**src/rtl/overture_io_port.sv**
```systemverilog
// overture_io_port: host-fed input FIFO and host-drained output FIFO for the OVERTURE core strobes
module overture_io_port #(
   parameter int UUID  = 0,
   parameter int DEPTH = 8,
   parameter int CW    = $clog2(DEPTH + 1)
) (
   input  logic          clk,
   input  logic          rst,
   input  logic          arch_input_enable,
   output logic [7:0]    arch_input_value,
   input  logic          arch_output_enable,
   input  logic [7:0]    arch_output_value,
   input  logic          in_valid,
   output logic          in_ready,
   input  logic [7:0]    in_data,
   output logic          out_valid,
   input  logic          out_ready,
   output logic [7:0]    out_data,
   output logic [CW-1:0] in_count,
   output logic [CW-1:0] out_count,
   output logic          cpu_stall,
   output logic          in_underflow,
   output logic          out_overflow,
   input  logic          clear_flags
);
   localparam int AW = $clog2(DEPTH);

   if (DEPTH < 2 || (DEPTH & (DEPTH - 1)) != 0 || UUID < 0) begin : g_bad_param
      $error("overture_io_port: DEPTH must be a power of two >= 2 and UUID non-negative");
   end

   logic [7:0]    in_mem_q  [DEPTH];
   logic [7:0]    out_mem_q [DEPTH];
   logic [AW-1:0] in_wp_q, in_wp_d, in_rp_q, in_rp_d;
   logic [AW-1:0] out_wp_q, out_wp_d, out_rp_q, out_rp_d;
   logic [CW-1:0] in_cnt_q, in_cnt_d, out_cnt_q, out_cnt_d;
   logic          in_underflow_q, in_underflow_d, out_overflow_q, out_overflow_d;
   logic          in_empty, in_push, in_pop, out_full, out_push, out_pop, out_drop;

   // Handshake decode; the core never reads a byte pushed in the same cycle (no bypass)
   always_comb begin
      in_empty         = in_cnt_q == '0;
      in_ready         = in_cnt_q != CW'(DEPTH);
      in_push          = in_valid & in_ready;
      in_pop           = arch_input_enable & ~in_empty;
      arch_input_value = in_pop ? in_mem_q[in_rp_q] : 8'h00;
      cpu_stall        = arch_input_enable & in_empty;
      out_valid        = out_cnt_q != '0;
      out_full         = out_cnt_q == CW'(DEPTH);
      out_pop          = out_valid & out_ready;
      out_push         = arch_output_enable & (~out_full | out_pop);
      out_drop         = arch_output_enable & out_full & ~out_pop;
      out_data         = out_valid ? out_mem_q[out_rp_q] : 8'h00;
      in_count         = in_cnt_q;
      out_count        = out_cnt_q;
      in_underflow     = in_underflow_q;
      out_overflow     = out_overflow_q;
   end

   // Next-state for pointers, counts and sticky flags (a set event beats clear_flags)
   always_comb begin
      in_wp_d        = in_wp_q + AW'(in_push);
      in_rp_d        = in_rp_q + AW'(in_pop);
      in_cnt_d       = in_cnt_q + CW'(in_push) - CW'(in_pop);
      out_wp_d       = out_wp_q + AW'(out_push);
      out_rp_d       = out_rp_q + AW'(out_pop);
      out_cnt_d      = out_cnt_q + CW'(out_push) - CW'(out_pop);
      in_underflow_d = cpu_stall | (in_underflow_q & ~clear_flags);
      out_overflow_d = out_drop | (out_overflow_q & ~clear_flags);
   end

   // Control state register; reset flushes both FIFOs and ignores that cycle's strobes
   always_ff @(posedge clk) begin
      if (!rst) begin
         in_wp_q        <= '0;
         in_rp_q        <= '0;
         in_cnt_q       <= '0;
         out_wp_q       <= '0;
         out_rp_q       <= '0;
         out_cnt_q      <= '0;
         in_underflow_q <= 1'b0;
         out_overflow_q <= 1'b0;
      end else begin
         in_wp_q        <= in_wp_d;
         in_rp_q        <= in_rp_d;
         in_cnt_q       <= in_cnt_d;
         out_wp_q       <= out_wp_d;
         out_rp_q       <= out_rp_d;
         out_cnt_q      <= out_cnt_d;
         in_underflow_q <= in_underflow_d;
         out_overflow_q <= out_overflow_d;
      end
   end

   // Storage writes; contents need no reset since counts gate every read
   always_ff @(posedge clk) begin
      if (rst && in_push) in_mem_q[in_wp_q] <= in_data;
      if (rst && out_push) out_mem_q[out_wp_q] <= arch_output_value;
   end
endmodule

```
**config.mk**
```make
export PLATFORM = sky130hd
export DESIGN_NAME = overture_io_port
export DESIGN_NICKNAME = d
export VERILOG_FILES = /design/src/rtl/overture_io_port.sv
export SDC_FILE = /design/constraint.sdc
export NUM_CORES = 1
export LEC_CHECK = 0
export BUFFER_PORTS_ARGS = -buffer_cell sky130_fd_sc_hd__buf_2
export CAP_MARGIN = 20
export CORE_MARGIN = 2
export CORE_UTILIZATION = 45
export CTS_CLUSTER_SIZE = 30
export DETAILED_ROUTE_END_ITERATION = 8
export GPL_TIMING_DRIVEN = 0
export PLACE_DENSITY = 0.65
export SYNTH_ARGS = -nofsm -noshare
export SYNTH_HDL_FRONTEND = slang
export SYNTH_SLANG_ARGS = --single-unit
```
**constraint.sdc**
```tcl
create_clock -name clk -period 2.6 [get_ports clk]
set_input_delay 0.13 -clock clk [delete_from_list [all_inputs] [get_ports clk]]
set_output_delay 0.13 -clock clk [all_outputs]
set_load 0.03 [all_outputs]
```
==> impl_metrics.tcl <==
set metrics [dict create \
    cp_slowest_stage_delay_ns 0.38 \
    cts_buffers 17 \
    p_leak_nw 2.81 \
    run_status "finished, final reports clean" \
    start_kind "flop" \
    powerDensity_mw_per_mm2 1010 \
    wl_per_cell_um 18.5 \
    synth-seq-cells 150 \
    finalNetCount 512 \
    critPathLaunch "out_count[2]" \
    crit-reg2reg-launch "out_count[2]" \
    ir_drop_mv 0.467 \
    clock_power_share_pct 34.7 \
    h-tree-depth 4 \
    finalPower_mw 7.70 \
    cp.depth 10 \
    fin_skew_ns 0.00949 \
    synth-edff-count 128 \
    total_switching_power_mw 2.34 \
    slowest_stage "fa_1" \
    cp-endpoint "out_count[2]" \
    pin_count 52 \
    drt-total-wl_um 12200 \
    area_growth_pct 21.7 \
    num_vias 3426 \
    worstPathRequired_ns 2.92 \
    synth_area_mm2 0.00624 \
    avgSynthCellArea_um2 16.5 \
    fin_util_pct 55.3 \
    seqPwrFrac_pct 37.4 \
    slew_viol_final 0 \
    cpMostUsedCell "ha_1" \
    tightest_slew_ns 0.970 \
    port_buffers 51 \
    grtUsageTotal_pct 17.9 \
    synth_flop_cell "edfxtp_1" \
    postCtsSetupBuffers 0 \
    drt_iter0_drc 175 \
    grt_overflow 0 \
    p_sw_share_pct 30.5 \
    multi_input_area_mm2 0.00178 \
    yosys_warnings 0 \
    met2_usage_pct 30.6 \
    async_flop_share_pct 0 \
    instances_no_fill 660 \
    r2r-end "out_count[2]" \
    cp_max_fo 10 \
    grt_max_degree 17 \
    crit_chain "inv_1 -> ha_1 -> or3b_1 -> buf_2 -> nand3b_1 -> o21ai_1 -> ha_1 -> fa_1 -> xor2_1 -> and2_1" \
    cp.buffers_inverters 2 \
    cap_violations 0 \
    n_fill_cell 1091 \
    antenna_found_initial 1 \
    path_delay_family "adder cells" \
    dp.cells 613 \
    setup_violations 0 \
    clockBufferDepth 2 \
    ys_types 38 \
    drive_gt1_share_pct 21.5 \
    r2r_cells 10 \
    coreArea_mm2 0.0137 \
    cts_tree "yes" \
    relSlewSlack_pct 35.1 \
    seq_area_mm2 0.00429 \
    drc 0 \
    die_h_um 122 \
    grt_pass1_wl_um 19100 \
    num_rows 43 \
    fin_crit_sh_pct 94.1 \
    place.detailed.hpwl_um 7820 \
    start_util_pct 45.5 \
    comb_power_share_pct 27.9 \
    min_period_ns 2.45 \
    viasPerCell 5.19 \
    gp_congestion 0.729 \
    min_path_type "in2reg" \
    dr.pass1.iters 4 \
    p_int_mw 5.35 \
    reg2reg_setup_slack_ns 0.15 \
    antenna_cells 0 \
    yosysSeqAreaShare_pct 68.7 \
    die_area_mm2 0.0148 \
    rsz0062_at_grt "no" \
    arrival_ns 2.77 \
    grt_use_met3_pct 4.78 \
    max_freq_mhz 409 \
    path_clk_slew_ns 0.06 \
    grt_pass1_vias 3596 \
    cts_root_buf "clkbuf_16" \
    antenna_left 0 \
    die_w_um 122 \
    grt_busiest_layer "met2" \
    final-hold-violation-count 0 \
    synth_nets 421 \
    clock_sink_count 150 \
    critical_path_class "reg2reg" \
    end_kind "flop" \
    synth_cells 377 \
    insertion_delay_ns 0.42 \
    grtUsageMet1_pct 22.0 \
]
-- power groups by stage --
stage	sequential (mW)	clock, mW	combinational (mW)
finish	2.88	2.67	2.15
global route	2.90	2.83	2.35
CTS	2.88	2.71	2.16
detailed placement	2.93	0	2.12
global placement	2.92	0	2.07
floorplan	3.02	0	1.44
-- worst min path at each step --
stage                                 end  slack [ns]  cells past startpoint                 start
final                        in_underflow        0.03                      3           clear_flags
after floorplan            in_mem_q[0][0]        0.23                      0            in_data[0]
after global placement    out_mem_q[0][0]        0.39                      1  arch_output_value[0]
after detailed placement  out_mem_q[7][6]        0.40                      1  arch_output_value[6]
after global routing      out_mem_q[7][3]        0.03                      1  arch_output_value[3]
after CTS                 out_mem_q[5][3]        0.02                      1  arch_output_value[3]
-- layer usage --
layer	vias to the layer above	routed length (µm)
met5	-	0
met4	0	134
met3	10	530
met2	73	6260
met1	1715	5280
li1	1628	-
-- what timing repair did --
action                                  in CTS  in global routing
endpoints found under the hold margin      121                  0
gates resized for setup                      1                  3
pin swaps                                    0                  1
hold buffers                                16                  0
endpoints found under the setup margin       1                  2
-- worst register-to-register path, cell delays in order (launching register included) --
cell and delay [ns]:
dfxtp_1 0.31, inv_1 0.09, ha_1 0.17, or3b_1 0.37, buf_2 0.21, nand3b_1 0.17
o21ai_1 0.10, ha_1 0.22, fa_1 0.38, xor2_1 0.17, and2_1 0.15
-- logic make-up after synthesis --
kind of cell | share of synthesized area, %
buffers and inverters | 3.21
AND/OR/NAND/NOR | 6.98
flip-flops | 68.7
adder cells (fa/ha/maj) | 4.45
multiplexers | 12.2
AO/OA/AOI/OAI | 3.65
XOR/XNOR | 0.842
-- Yosys cell counts, drive strengths merged, types with 2 or more instances --
| master | n | area, µm² |
|---|---|---|
| fa | 2 | 40.0 |
| o22ai | 8 | 50.1 |
| edfxtp | 128 | 3840 |
| o21a | 2 | 15.0 |
| a21oi | 2 | 10.0 |
| dfxtp | 22 | 440 |
| nor3 | 6 | 30.0 |
| nand3 | 2 | 10.0 |
| nor2 | 11 | 41.3 |
| clkbuf | 6 | 23.8 |
| mux4 | 16 | 420 |
| xor2 | 5 | 43.8 |
| nand2 | 4 | 15.0 |
| buf | 9 | 71.3 |
| nand3b | 3 | 22.5 |
| and2 | 21 | 131 |
| o21ai | 2 | 10.0 |
| ha | 19 | 238 |
| and3 | 8 | 50.1 |
| mux2i | 34 | 340 |
| a22oi | 16 | 120 |
| nor2b | 6 | 37.5 |
| inv | 28 | 105 |
| or3b | 5 | 43.8 |
| nand2b | 4 | 25.0 |
| a21o | 2 | 15.0 |
-- sequential cells by signal (all words and copies together), names as in the netlist, 3 cells and up --
| name | count |
|---|---|
| in_count | 4 |
| in_mem_q | 64 |
| in_rp_q | 3 |
| in_wp_q | 3 |
| out_count | 4 |
| out_mem_q | 64 |
| out_rp_q | 3 |
| out_wp_q | 3 |
-- through the flow --
stage / instance area [µm²] / setup TNS (ns) / hold WS (ns) / setup slack [ns]
3_3_place_gp: 6720 / -3.25 / 0.389 / -0.342
3_5_place_dp: 6770 / 0 / 0.402 / 0.0132
2_1_floorplan: 6240 / 0 / 0.229 / 0.00305
4_1_cts: 7580 / 0 / 0.0189 / 0.0458
6_report: 7590 / 0 / 0.0269 / 0.153
5_1_grt: 7590 / 0 / 0.0316 / 0.0147
-- layout make-up --
| type | instances | share of cell area (%) |
|---|---|---|
| sequential | 150 | 56.5 |
| multi-input combinational | 184 | 23.4 |
| timing repair buffer | 72 | 5.93 |
| clock buffer | 18 | 5.65 |
| tap | 180 | 2.97 |
| clock inverter | 13 | 2.88 |
| inverter | 28 | 1.38 |
| buffer | 15 | 1.27 |
-- cells in the final DEF (no fill, tap or decap), types with 4 or more instances in the layout --
master         Yosys  layout
ha_1              19      19
buf_4              3       7
inv_6              0       4
xor2_1             5       5
nor3_1             6       4
buf_2              2      55
nor2_1            11      11
clkbuf_1           5       5
a22oi_1           16      16
bufinv_16          0       5
edfxtp_1         128     128
o22ai_1            8       8
dlygate4sd3_1      0      16
mux2i_1           34      34
dfxtp_1           22      21
nand2_1            4       4
clkbuf_16          0      17
inv_1             28      28
nand2b_1           4       4
mux4_1            16      16
nor2b_1            6       6
and3_1             8       8
and2_1            21      21
(Power assumes the default switching activity.)
